--- src/rtl/deser_queue_top.sv ---
// ---------------------------------------------------------------------------
// deser_queue_top
//
// Serial-to-parallel receive path feeding a small byte queue. One serial bit
// is captured per rising edge of write_in. Each completed byte is pushed into
// a circular queue that a downstream consumer drains with dequeue_in.
//
// Parameters:
//   DEPTH        queue entries; power of two, 1..8, so the count fits len_out
//
// Ports:
//   clock        system clock, all logic on the rising edge
//   reset        synchronous active-low reset
//   data_in      serial data bit, sampled when a write_in rise is seen
//   write_in     bit strobe; only the 0->1 transition is significant
//   status_out   1 while the deserializer accepts bits (RX), 0 while pushing
//   dequeue_in   level-sensitive pop request, one entry per cycle while high
//   data_out     last byte popped from the queue
//   len_out      current number of queue entries, 0..DEPTH
//
// Build option:
//   DESER_MSB_FIRST_EN  when defined the first received bit lands in bit 7;
//                       otherwise (default) the first bit lands in bit 0.
// ---------------------------------------------------------------------------
module deser_queue_top #(
  parameter int unsigned DEPTH = 8
) (
  input  logic       clock,
  input  logic       reset,
  input  logic       data_in,
  input  logic       write_in,
  output logic       status_out,
  input  logic       dequeue_in,
  output logic [7:0] data_out,
  output logic [3:0] len_out
);

  localparam int unsigned DATA_W = 8;
  localparam int unsigned CNT_W  = 3;
  localparam int unsigned LEN_W  = 4;
  localparam int unsigned PTR_W  = (DEPTH > 1) ? $clog2(DEPTH) : 1;

  typedef enum logic {
    RX   = 1'b0,
    PUSH = 1'b1
  } state_t;

  state_t              state_q;
  state_t              state_d;
  logic                write_q;
  logic [CNT_W-1:0]    bit_cnt_q;
  logic [CNT_W-1:0]    bit_cnt_d;
  logic [DATA_W-1:0]   shreg_q;
  logic [DATA_W-1:0]   shreg_d;
  logic [DATA_W-1:0]   shreg_shift_c;
  logic [PTR_W-1:0]    wr_ptr_q;
  logic [PTR_W-1:0]    rd_ptr_q;
  logic [DATA_W-1:0]   mem [DEPTH];

  logic                rise_c;
  logic                full_c;
  logic                push_c;
  logic                pop_c;

  // Circular pointer advance, wrapping modulo DEPTH.
  function automatic logic [PTR_W-1:0] next_ptr(input logic [PTR_W-1:0] ptr);
    if (ptr == PTR_W'(DEPTH - 1)) begin
      next_ptr = '0;
    end else begin
      next_ptr = ptr + PTR_W'(1);
    end
  endfunction

  // Strobe rise: current high, previous registered sample low.
  assign rise_c = write_in & ~write_q;

  // Full and pop decisions both use the pre-edge count.
  assign full_c = (len_out == LEN_W'(DEPTH));
  assign pop_c  = dequeue_in & (len_out != '0);

  // Bit order selection for the assembly register.
`ifdef DESER_MSB_FIRST_EN
  assign shreg_shift_c = {shreg_q[DATA_W-2:0], data_in};
`else
  assign shreg_shift_c = {data_in, shreg_q[DATA_W-1:1]};
`endif

  // Deserializer next-state and datapath control.
  always_comb begin
    state_d   = state_q;
    bit_cnt_d = bit_cnt_q;
    shreg_d   = shreg_q;
    push_c    = 1'b0;
    case (state_q)
      RX: begin
        if (rise_c) begin
          shreg_d = shreg_shift_c;
          if (bit_cnt_q == CNT_W'(DATA_W - 1)) begin
            bit_cnt_d = '0;
            state_d   = PUSH;
          end else begin
            bit_cnt_d = bit_cnt_q + CNT_W'(1);
          end
        end
      end
      PUSH: begin
        // Strobe rises here are deliberately dropped.
        if (!full_c) begin
          push_c  = 1'b1;
          state_d = RX;
        end
      end
      default: begin
        state_d = RX;
      end
    endcase
  end

  // Deserializer state, edge register and registered ready decode.
  always_ff @(posedge clock) begin
    if (!reset) begin
      state_q    <= RX;
      write_q    <= 1'b0;
      bit_cnt_q  <= '0;
      shreg_q    <= '0;
      status_out <= 1'b0;
    end else begin
      state_q    <= state_d;
      write_q    <= write_in;
      bit_cnt_q  <= bit_cnt_d;
      shreg_q    <= shreg_d;
      status_out <= (state_d == RX);
    end
  end

  // Queue storage; contents are invalidated by pointer reset, not cleared.
  always_ff @(posedge clock) begin
    if (reset && push_c) begin
      mem[wr_ptr_q] <= shreg_q;
    end
  end

  // Queue pointers, occupancy and pop data.
  always_ff @(posedge clock) begin
    if (!reset) begin
      wr_ptr_q <= '0;
      rd_ptr_q <= '0;
      len_out  <= '0;
      data_out <= '0;
    end else begin
      if (push_c) begin
        wr_ptr_q <= next_ptr(wr_ptr_q);
      end
      if (pop_c) begin
        data_out <= mem[rd_ptr_q];
        rd_ptr_q <= next_ptr(rd_ptr_q);
      end
      case ({push_c, pop_c})
        2'b10:   len_out <= len_out + LEN_W'(1);
        2'b01:   len_out <= len_out - LEN_W'(1);
        default: len_out <= len_out;
      endcase
    end
  end

endmodule

--- config.mk ---
export PLATFORM = sky130hd
export DESIGN_NAME = deser_queue_top
export DESIGN_NICKNAME = d
export VERILOG_FILES = /design/src/rtl/deser_queue_top.sv
export SDC_FILE = /design/constraint.sdc
export NUM_CORES = 1
export LEC_CHECK = 0
export ABC_CLOCK_PERIOD_IN_PS = 6700
export CAP_MARGIN = 20
export CORE_AREA = 10 10 121 90
export DETAILED_ROUTE_END_ITERATION = 10
export DIE_AREA = 0 0 131 100
export HOLD_SLACK_MARGIN = 0.15
export SLEW_MARGIN = 15
export SYNTH_ARGS = -nofsm -noshare
export SYNTH_HDL_FRONTEND = slang
export SYNTH_SLANG_ARGS = --single-unit
export TNS_END_PERCENT = 100
--- constraint.sdc ---
create_clock -name clock -period 6.7 [get_ports clock]
set_input_delay 0.67 -clock clock [delete_from_list [all_inputs] [get_ports clock]]
set_output_delay 0.67 -clock clock [all_outputs]
set_load 0.01 [all_outputs]
# Word-level counts from Yosys, hierarchy flattened

Memories as Yosys holds them, arrays and structs flattened. A register that Yosys moved wholly into a read port is not among the register bits.
Index checks and enable logic that the tools add are counted.

Input bits: 5
Word-level logic and storage cells: 42
Bits in writable memories: 64
Flip-flop bits (word level): 24
Memories: 1

Memories:

| memory | words | width | rd ports | clocked after memory_dff | write ports | RTL line | source |
|---|---|---|---|---|---|---|---|
| mem    | 8     | 8     | 1        | 1                        | 1           | 58       | `logic [DATA_W-1:0] mem [DEPTH];` |

Reduce and logical (&&, ||, !) cells: 5
Add/sub/neg operators: 5
Equality and inequality tests: 6
Bitwise gates (word level): 5
Mux-type cells: 12

Operators with widths:

| kind                | number |
|---|---|
| $add 3x1->3 const B | 3 |
| $eq 3x3->1 const B  | 3 |
| $mux 3              | 3 |
| $pmux 4 s2          | 1 |
| $mux 1              | 7 |
| $add 4x1->4 const B | 1 |
| $eq 4x4->1 const B  | 1 |
| $reduce_bool 4->1   | 1 |
| $sub 4x1->4 const B | 1 |
| $not 1->1           | 3 |
| $and 1x1->1         | 2 |
| $eq 2x1->1 const B  | 1 |
| $eq 2x2->1 const B  | 1 |
| $pmux 1 s2          | 1 |
| $reduce_and 2->1    | 1 |
| $reduce_bool 2->1   | 1 |
| $logic_and 1x1->1   | 1 |
| $logic_not 1->1     | 1 |

# Logic depth before layout (Yosys ltp)

Gate-level depths: netlist (run 1).

Depth in word-level cells: 6
Depth in mapped cells: 10
Depth with buffers taken out: 9

# Worst setup path after synthesis (run 1)

No wires, ideal clock.

Path kind: reg2reg
From: reg len_out[0]
To: reg len_out[3]
Arrival: 2438 ps
Stages on the path, launching flop included: 10
Path slack: 4192 ps
Path buffers: 1
Data required time: 6630 ps
Path through: dfxtp_1 -> o41ai_4 -> inv_2 -> clkbuf_1 -> ha_1 -> ha_1 -> a21oi_1 -> a21oi_1 -> or4_1 -> a21oi_1

RTL lines:

| element                                                | RTL line | source |
|---|---|---|
| start, declared                                        | 35       | `output logic [3:0] len_out` |
| start signal, assigned                                 | 159      | `2'b10: len_out <= len_out + LEN_W'(1);` |
| start signal, assigned                                 | 160      | `2'b01: len_out <= len_out - LEN_W'(1);` |
| start signal, assigned                                 | 161      | `default: len_out <= len_out;` |
| $reduce_bool 4->1 (*)                                  | 79       | `assign pop_c = dequeue_in & (len_out != '0);` |
| $and 1x1->1 (*)                                        | 79       |  |
| via pop_c                                              | 63       | `logic pop_c;` |
| $eq 2x1->1 / $eq 2x2->1 (equally long branches)        | 158      | `case ({push_c, pop_c})` |
| $pmux 4 s2 / $reduce_bool 2->1 (equally long branches) | n/a      |  |

Mark *: on every way through the listed nets, which the timed path passes. The rest lies on a longest branch.
A chain may end at the register's enable or synchronous reset.

# Worst setup path after layout (run 1)

From: in reset
To: mem mem[4][5] (enable)

Cells in the longest elaborated chain, start to end: 3

Ends and longest elaborated chain:

| element                      | RTL line | source |
|---|---|---|
| start, declared              | 29       | `input logic reset,` |
| $logic_and 1x1->1            | 138      | `if (reset && push_c) begin` |
| $mux 1                       | 138      |  |
| $mux 1 (implied by the code) | 139      | `mem[wr_ptr_q] <= shreg_q;` |
| end, declared                | 58       |  |

No other way between the ends.

==> flow_summary.ini, run 1 <==
[setup_path]
timing.setup.critical_path_class = in -> reg
required_time_of_the_worst_setup_path_ns = 6.66
max_stage_delay_ns = 0.83
start_kind = input pin
critPathCaptureType = flop
slowest_stage = sky130_fd_sc_hd__nor3_1
path_cells = clkdlybuf4s50_1 -> inv_1 -> or3_1 -> nor3_1
rr_worst_depth = 8
worst-path-max-fanout = 24
cp_data_arrival_time_ns = 3.16

[logic_synthesis]
netlist_area_um2 = 3750
syn_avg_cell_area_um2 = 15.4
seq_area_frac_synth_pct = 68.3
synthCells = 243
ys_async_sr_fraction_pct = 0
syn_nets = 258
ys_seq_elements = 96
synth-edff-count = 64
synthDistinctLibCells = 31
ys.flop_type = sky130_fd_sc_hd__edfxtp_1
ys.warnings.count = 0

[run]
maxCapViolations = 0

[detailed_routing]
route.detailed.vias_per_inst = 5.18
vias = 2032
ant_nets = 0
drt-pass1-iter-count = 4
drtIter0Drc = 238
totalWireLength_um = 7460
wire_per_inst_um = 19.0
drt_drc_violations_left = 0

[layout]
final_nets = 278
n_antenna_cell = 0
post_route_cells_drive_above_1_share_pct = 14.9
layout.filler_cells = 742
area_delta_synth_final_pct = 15.8
multi_input_comb_area_um2 = 1120
seqCellArea_um2 = 2560

[clock_network]
ctsHtreeMaxLevel = 3
root_buffer = sky130_fd_sc_hd__clkbuf_16
cts_made_buffers = 9
clock_sink_count = 96
holdBufCountCts = 0
clk_pin_slew_ns = 0.07
clkLatencyLatePin_ns = 0.34
post_cts.resized_instances = 0
post-cts-setup-buffers = 0
clock_path_buffers = 2
tritoncts = yes

[global_routing]
grt_pass1_vias = 1853
global_route.overflow_total = 0
number_of_antenna_violations_at_the_first_check_in_global_routing = 0
grt_pass1_wl_um = 11400
track_usage_pct = 12.2
grt_max_degree = 25

[sta]
fin_tns_setup_ns = 0
layout_setup_ws_ns = 3.51
upper_clock_frequency_limit_mhz = 313
pin_slew_with_the_least_headroom_to_its_limit_ns = 1.06
final_period_minus_worst_setup_slack_ns = 3.19
slew_headroom_pct = 29.0
rsz0062_at_grt = false
finalHoldViolations = 0
min_period_over_period_pct = 47.7
clock_skew_ns = 0.00399
slew_violations = 0
setup_viol = 0

[floorplanning]
core.rowCount = 29
die_width_um = 131
floorplan.initialDensity_pct = 42.9
coreArea_um2 = 8740
io_pins = 18
dieArea_um2 = 13100
die-height_um = 100

[placement]
pre_cts_ws_ns = 3.07
place.gp.congestion = 0.808
port_buffers = 17
dpl.hpwl_um = 5130

[min_path]
hold_class = reg -> reg
hold_depth = 2

[status]
outcome = complete, no violations

[power]
leak_nw = 1.48
power.ir.vdd_worst_mv = 0.202
power_density_nw_per_um2 = 263
## logic make-up after synthesis
group	synth area share (%)
AND/OR/NAND/NOR	7.27
flip-flops	68.3
XOR/XNOR	0.467
buffers and inverters	2.10
adder cells (fa/ha/maj)	3.53
AO/OA/AOI/OAI	5.54
multiplexers	12.8
## flip-flops by register name, indices dropped and copies added, names as in the netlist
| signal | flops |
|---|---|
| shreg_q | 8 |
| data_out | 8 |
| bit_cnt_q | 3 |
| write_q | 1 |
| status_out | 1 |
| len_out | 4 |
| rd_ptr_q | 3 |
| mem | 64 |
| wr_ptr_q | 3 |
| state_q | 1 |
## cell usage after synthesis, types with 2 or more instances
library cell               instances  area [um2]
sky130_fd_sc_hd__inv_1             5        18.8
sky130_fd_sc_hd__and2_1            2        12.5
sky130_fd_sc_hd__nand2b_1          4        25.0
sky130_fd_sc_hd__o22ai_1           8        50.1
sky130_fd_sc_hd__edfxtp_1         64        1920
sky130_fd_sc_hd__ha_1              9         113
sky130_fd_sc_hd__nand2_1           7        26.3
sky130_fd_sc_hd__buf_2             3        15.0
sky130_fd_sc_hd__o21ai_0           8        40.0
sky130_fd_sc_hd__or3_1             4        25.0
sky130_fd_sc_hd__xor2_1            2        17.5
sky130_fd_sc_hd__mux4_2           16         360
sky130_fd_sc_hd__nor3_1            2        10.0
sky130_fd_sc_hd__mux2i_1          12         120
sky130_fd_sc_hd__nor2_1           33         124
sky130_fd_sc_hd__o41ai_4           2        55.1
sky130_fd_sc_hd__dfxtp_1          32         641
sky130_fd_sc_hd__nand3b_1          2        15.0
sky130_fd_sc_hd__buf_4             2        15.0
sky130_fd_sc_hd__inv_2             2        7.51
sky130_fd_sc_hd__clkbuf_1          5        18.8
sky130_fd_sc_hd__a21oi_1          10        50.1
## report_power, final
part / total [mW] / internal, mW / switching, mW
registers: 0.630 / 0.627 / 0.00304
clock network: 0.497 / 0.270 / 0.227
logic: 0.0148 / 0.00706 / 0.00771
## worst max-delay path, delay by kind of cell
family | cells | cell delay, ns
buf+inv | 2 | 1.12
simple gates | 2 | 1.36
## worst paths after layout
path / start / to / slack (ns)
worst max-delay path: reset / mem[4][5] / 3.51
worst min-delay path: bit_cnt_q[1] / bit_cnt_q[1] / 0.48
worst max register to register: len_out[3] / len_out[3] / 4.01
worst min register to register: bit_cnt_q[1] / bit_cnt_q[1] / 0.48
## cell usage in the layout (no fill, tap or decap), drive strengths merged, types with 4 or more instances in the layout
master,netlist,routed
o22ai,8,8
a21oi,10,10
edfxtp,64,64
nor2,33,33
inv,7,12
clkbuf,5,11
dfxtp,32,32
ha,9,9
or3,4,4
mux4,16,16
nand2b,4,4
clkdlybuf4s50,0,17
o21ai,9,9
mux2i,12,12
nand2,7,7
## stage by stage
stage | std cells | hold WS, ns | power (mW) | instance area [um2] | utilization, %
floorplan | 243 | 0.450 | 0.651 | 3750 | -
global placement | 374 | 0.464 | 0.658 | 4040 | 46.2
detailed placement | 374 | 0.472 | 0.658 | 4040 | 46.2
CTS | 390 | 0.483 | 1.15 | 4330 | 49.5
global route | 392 | 0.543 | 1.19 | 4340 | 49.7
finish | 392 | 0.478 | 1.14 | 4340 | 49.7
## final cells by class
cell class,count,area share (%)
clock buffers,10,5.50
clock inverters,6,1.27
inverters,7,0.605
multi-input cells,129,25.7
flip-flops and latches,96,59.0
well taps,124,3.57
repair buffers,20,4.38
## metal layers
layer	vias up	wire length (um)	GRT usage [%]
li1	959	-	-
met1	1006	3890	18.5
met2	63	2920	14.6
met3	4	620	6.11
met4	0	34	3.07
met5	-	0	0
Power figures use the tool's default switching activity.
==> run 2, diff against run 1 <==
ABC_CLOCK_PERIOD_IN_PS = 3200   (was 6700)
clock period = 3.2 ns   (was 6.7 ns; I/O delays follow)
==> flow_summary.ini, run 2 (synthesis gave the netlist of run 1 again) <==
[status]
outcome = complete, no violations

[global_routing]
grt_pass1_vias = 2029
grt.met1_usage_pct = 15.6
grt_max_degree = 19
global_route.overflow_total = 0
grt.met2_usage_pct = 16.2
most_crowded_layer_gr = met2
number_of_antenna_violations_at_the_first_check_in_global_routing = 0
track_usage_pct = 11.4
grt_pass1_wl_um = 11000
met3_usage_pct = 4.32

[setup_path]
start_kind = flop
critical_path_buffer_and_inverter_count = 1
critical-path-top-cell-by-count = sky130_fd_sc_hd__a21oi_1
critical-path-top-delay-family = compound AO/OA/AOI/OAI gates
path_cells = o41ai_4 -> inv_2 -> ha_1 -> ha_1 -> a21oi_1 -> a21oi_1 -> or4_1 -> a21oi_1
required_time_of_the_worst_setup_path_ns = 3.47
worst-path-max-fanout = 13
critPathCaptureType = flop
max_stage_delay_ns = 0.49
slowest_stage = sky130_fd_sc_hd__o41ai_4
timing.setup.critical_path_class = reg -> reg
cp_data_arrival_time_ns = 2.91
ff2ff_setup_slack_ns = 0.56

[placement]
port_buffers = 17
place.gp.congestion = 0.707
dpl.hpwl_um = 4720
pre_cts_ws_ns = 0.575

[clock_network]
post_cts.resized_instances = 0
clock_path_buffers = 2
root_buffer = sky130_fd_sc_hd__clkbuf_16
clkLatencyLatePin_ns = 0.34
clk_pin_slew_ns = 0.07
clock_sink_count = 96
cts_made_buffers = 9
tritoncts = yes
post-cts-setup-buffers = 0
ctsHtreeMaxLevel = 3
holdBufCountCts = 0

[floorplanning]
coreArea_um2 = 8740
core.rowCount = 29
dieArea_um2 = 13100
die-height_um = 100
floorplan.initialDensity_pct = 42.9
io_pins = 18
die_width_um = 131

[layout]
fin_util_pct = 50.5
largest_register_ffs = 64
registers.top_by_ff_count = mem
n_antenna_cell = 0
area_delta_synth_final_pct = 17.8
largest_regs = mem: 64 flops, data_out: 8 flops, shreg_q: 8 flops
post_route_cells_drive_above_1_share_pct = 17.3
layout.cells.most_common_list = 64 x sky130_fd_sc_hd__edfxtp_1, 33 x sky130_fd_sc_hd__nor2_1, 32 x sky130_fd_sc_hd__dfxtp_1, 17 x sky130_fd_sc_hd__clkdlybuf4s50_1, 16 x sky130_fd_sc_hd__mux4_2
final_nets = 287
layout.filler_cells = 760
commonest_non_fill_non_tap_cell_in_the_layout = sky130_fd_sc_hd__edfxtp_1

[detailed_routing]
route.detailed.vias_per_inst = 4.98
drtIter0Drc = 86
totalWireLength_um = 6920
wire_per_inst_um = 17.2
drt_drc_violations_left = 0
ant_nets = 0
drt-pass1-iter-count = 4
vias = 1996

[sta]
rsz0062_at_grt = false
upper_clock_frequency_limit_mhz = 378
min_period_over_period_pct = 82.6
fin_tns_setup_ns = 0
clock_skew_ns = 0.00661
layout_setup_ws_ns = 0.557
pin_slew_with_the_least_headroom_to_its_limit_ns = 0.922
slew_violations = 0
setup_viol = 0
final_period_minus_worst_setup_slack_ns = 2.64
slew_headroom_pct = 38.4
finalHoldWorstSlack_ns = 0.474
finalHoldViolations = 0

[min_path]
hold_class = reg -> reg

[power]
power_density_nw_per_um2 = 544
leak_nw = 1.52
power_mw = 2.41
power.ir.vdd_worst_mv = 0.548

[run]
maxCapViolations = 0
## run 2: metal layers
metal / vias up / wire length (um)
met4: 0 / 70
met2: 37 / 3060
li1: 974 / -
met3: 6 / 432
met5: - / 0
met1: 979 / 3360
## run 2: path summary, 6_finish.rpt
| check | startpoint | to | cells after the start |
|---|---|---|---|
| hold reg to reg | bit_cnt_q[1] | bit_cnt_q[1] | 2 |
| setup / recovery | len_out[0] | len_out[3] | 8 |
| setup reg to reg | len_out[0] | len_out[3] | 8 |
| hold / removal | bit_cnt_q[1] | bit_cnt_q[1] | 2 |
## run 2: stage by stage
| stage | instance area (um2) | std cells |
|---|---|---|
| after CTS | 4420 | 401 |
| final | 4420 | 401 |
| after global placement | 4120 | 385 |
| after detailed placement | 4120 | 385 |
| after floorplan | 3750 | 243 |
| after global routing | 4420 | 401 |
## run 2: worst register-to-register path, cell delays in order, from the launching register on
cell	delay, ns
sky130_fd_sc_hd__dfxtp_1	0.41
sky130_fd_sc_hd__o41ai_4	0.50
sky130_fd_sc_hd__inv_2	0.20
sky130_fd_sc_hd__ha_1	0.26
sky130_fd_sc_hd__ha_1	0.33
sky130_fd_sc_hd__a21oi_1	0.18
sky130_fd_sc_hd__a21oi_1	0.10
sky130_fd_sc_hd__or4_1	0.46
sky130_fd_sc_hd__a21oi_1	0.15
## run 2: area by class of cell
class / count / area, um2 / area share (%)
sequential: 96 / 2560 / 58.0
multi-input combinational: 129 / 1120 / 25.3
timing repair buffer: 29 / 260 / 5.89
clock buffer: 11 / 243 / 5.49
tap: 124 / 155 / 3.51
clock inverter: 5 / 56.3 / 1.27
inverter: 7 / 26.3 / 0.595
## run 2: power by group
group | switching (mW) | internal (mW)
clock | 0.429 | 0.625
combinational | 0.0165 | 0.0156
sequential | 0.00566 | 1.31
==> run 3, diff against run 2 <==
ABC_CLOCK_PERIOD_IN_PS = 2200   (was 3200)
clock period = 2.2 ns   (was 3.2 ns; I/O delays follow)
==> flow_summary.ini, run 3 (synthesis gave the netlist of run 1 again) <==
[status]
outcome = complete, no violations

[detailed_routing]
met1_length_um = 3410
drt_drc_violations_left = 0
totalWireLength_um = 7060
drt-pass1-iter-count = 4
wire_per_inst_um = 17.4
route.met3.wl_um = 473
vias = 2023
drtIter0Drc = 152
routed_length_on_met2_um = 3140
ant_nets = 0
routed.top_layer = met4
route.detailed.vias_per_inst = 4.98

[power]
power_density_nw_per_um2 = 745
power_mw = 3.32
power.ir.vdd_worst_mv = 0.380
leak_nw = 1.54

[layout]
area_delta_synth_final_pct = 18.9
registers.top_by_ff_count = mem
post_route_cells_drive_above_1_share_pct = 20.6
final_nets = 292
layout.filler_cells = 729
layout.cells.most_common_list = 64 x sky130_fd_sc_hd__edfxtp_1, 33 x sky130_fd_sc_hd__nor2_1, 28 x sky130_fd_sc_hd__dfxtp_1, 17 x sky130_fd_sc_hd__clkdlybuf4s50_1
fin_area_um2 = 4460
largest_register_ffs = 64
n_antenna_cell = 0
commonest_non_fill_non_tap_cell_in_the_layout = sky130_fd_sc_hd__edfxtp_1
largest_regs = mem: 64 flops, data_out: 8 flops, shreg_q: 8 flops

[setup_path]
slowest_stage = sky130_fd_sc_hd__or4_1
required_time_of_the_worst_setup_path_ns = 2.47
crit-reg2reg-capture = len_out[3]
cp_data_arrival_time_ns = 2.40
crit-reg2reg-launch = len_out[3]
worst-path-max-fanout = 5
timing.setup.critical_path_class = reg -> reg
critPathCaptureType = flop
rr_worst_depth = 8
path_cells = o41ai_4 -> inv_2 -> ha_4 -> ha_4 -> a21oi_2 -> a21oi_1 -> or4_1 -> a21oi_1
ff2ff_setup_slack_ns = 0.07
start_point_of_the_critical_path = len_out[3]
start_kind = flop
max_stage_delay_ns = 0.46

[floorplanning]
die_width_um = 131
coreArea_um2 = 8740
die-height_um = 100
floorplan.initialDensity_pct = 42.9
dieArea_um2 = 13100
io_pins = 18
core.rowCount = 29

[sta]
fin_tns_setup_ns = 0
slew_headroom_pct = 40.8
setup_viol = 0
pin_slew_with_the_least_headroom_to_its_limit_ns = 0.886
min_period_over_period_pct = 96.9
finalHoldWorstSlack_ns = 0.492
upper_clock_frequency_limit_mhz = 469
finalHoldViolations = 0
clock_skew_ns = 0.00507
rsz0062_at_grt = true
slew_violations = 0
final_period_minus_worst_setup_slack_ns = 2.13

[global_routing]
grt_pass1_wl_um = 11200
track_usage_pct = 11.6
global_route.overflow_total = 0
grt_max_degree = 23
grt_pass1_vias = 2003
number_of_antenna_violations_at_the_first_check_in_global_routing = 0

[clock_network]
root_buffer = sky130_fd_sc_hd__clkbuf_16
cts_made_buffers = 9
ctsHtreeMaxLevel = 3
clock_sink_count = 96
clock_path_buffers = 2
tritoncts = yes
clkLatencyLatePin_ns = 0.34
clk_pin_slew_ns = 0.06

[placement]
port_buffers = 17
place.gp.congestion = 0.731
postPlaceCellArea_um2 = 4200
dpl.hpwl_um = 4590

[min_path]
hold_path_startpoint = bit_cnt_q[1]
hold_depth = 2
hold_class = reg -> reg
timing.hold.worst_endpoint = bit_cnt_q[1]

[run]
maxCapViolations = 0
[run 3: how the worst max path moves through the flow]
stage          slack (ns)          to
5_1_grt             -0.03  len_out[3]
4_1_cts             0.002  len_out[3]
6_report             0.07  len_out[3]
3_5_place_dp         0.01  len_out[3]
3_3_place_gp         0.09  len_out[3]
2_1_floorplan       -0.08  len_out[3]
[run 3: power breakdown]
group | internal, mW | switching [mW] | leakage [nW] | total [mW]
sequential | 1.91 | 0.00802 | 0.853 | 1.92
clock | 0.754 | 0.603 | 0.130 | 1.36
combinational | 0.0240 | 0.0251 | 0.552 | 0.0491
total | 2.69 | 0.636 | 1.54 | 3.32
[run 3: cell type report]
type	instances	area (um2)	area share, %
Multi-Input combinational cell	129	1140	25.7
Clock inverter	5	23.8	0.533
Clock buffer	11	233	5.21
Tap cell	124	155	3.48
Sequential cell	96	2570	57.6
Timing Repair Buffer	34	310	6.95
Inverter	7	26.3	0.589
[run 3: repair_timing]
item,CTS,global route
hold buffers,0,0
buffers inserted,0,1
resized for setup,0,1
endpoints found under the setup margin,0,1
[run 3: stage by stage]
step                      setup slack [ns]  util (%)  cells
after floorplan                    -0.0756         -    243
after global placement              0.0881      48.0    389
after detailed placement           0.00985      48.0    389
after CTS                          0.00185      50.9    405
after global routing               -0.0267      51.0    406
final                               0.0673      51.0    406
[run 3: worst max-delay path, delay by kind of cell (launching register included)]
family,cells,cell delay (ns)
DFF,1,0.35
buffers and inverters,1,0.09
AOI/OAI and AO/OA,4,0.71
and+or+nand+nor,1,0.46
adders and majority gates,2,0.44
[run 3: layer usage]
metal | vias up | track usage [%]
li1 | 985 | -
met1 | 993 | 15.9
met2 | 41 | 16.0
met3 | 4 | 5.21
met4 | 0 | 3.84
met5 | - | 0
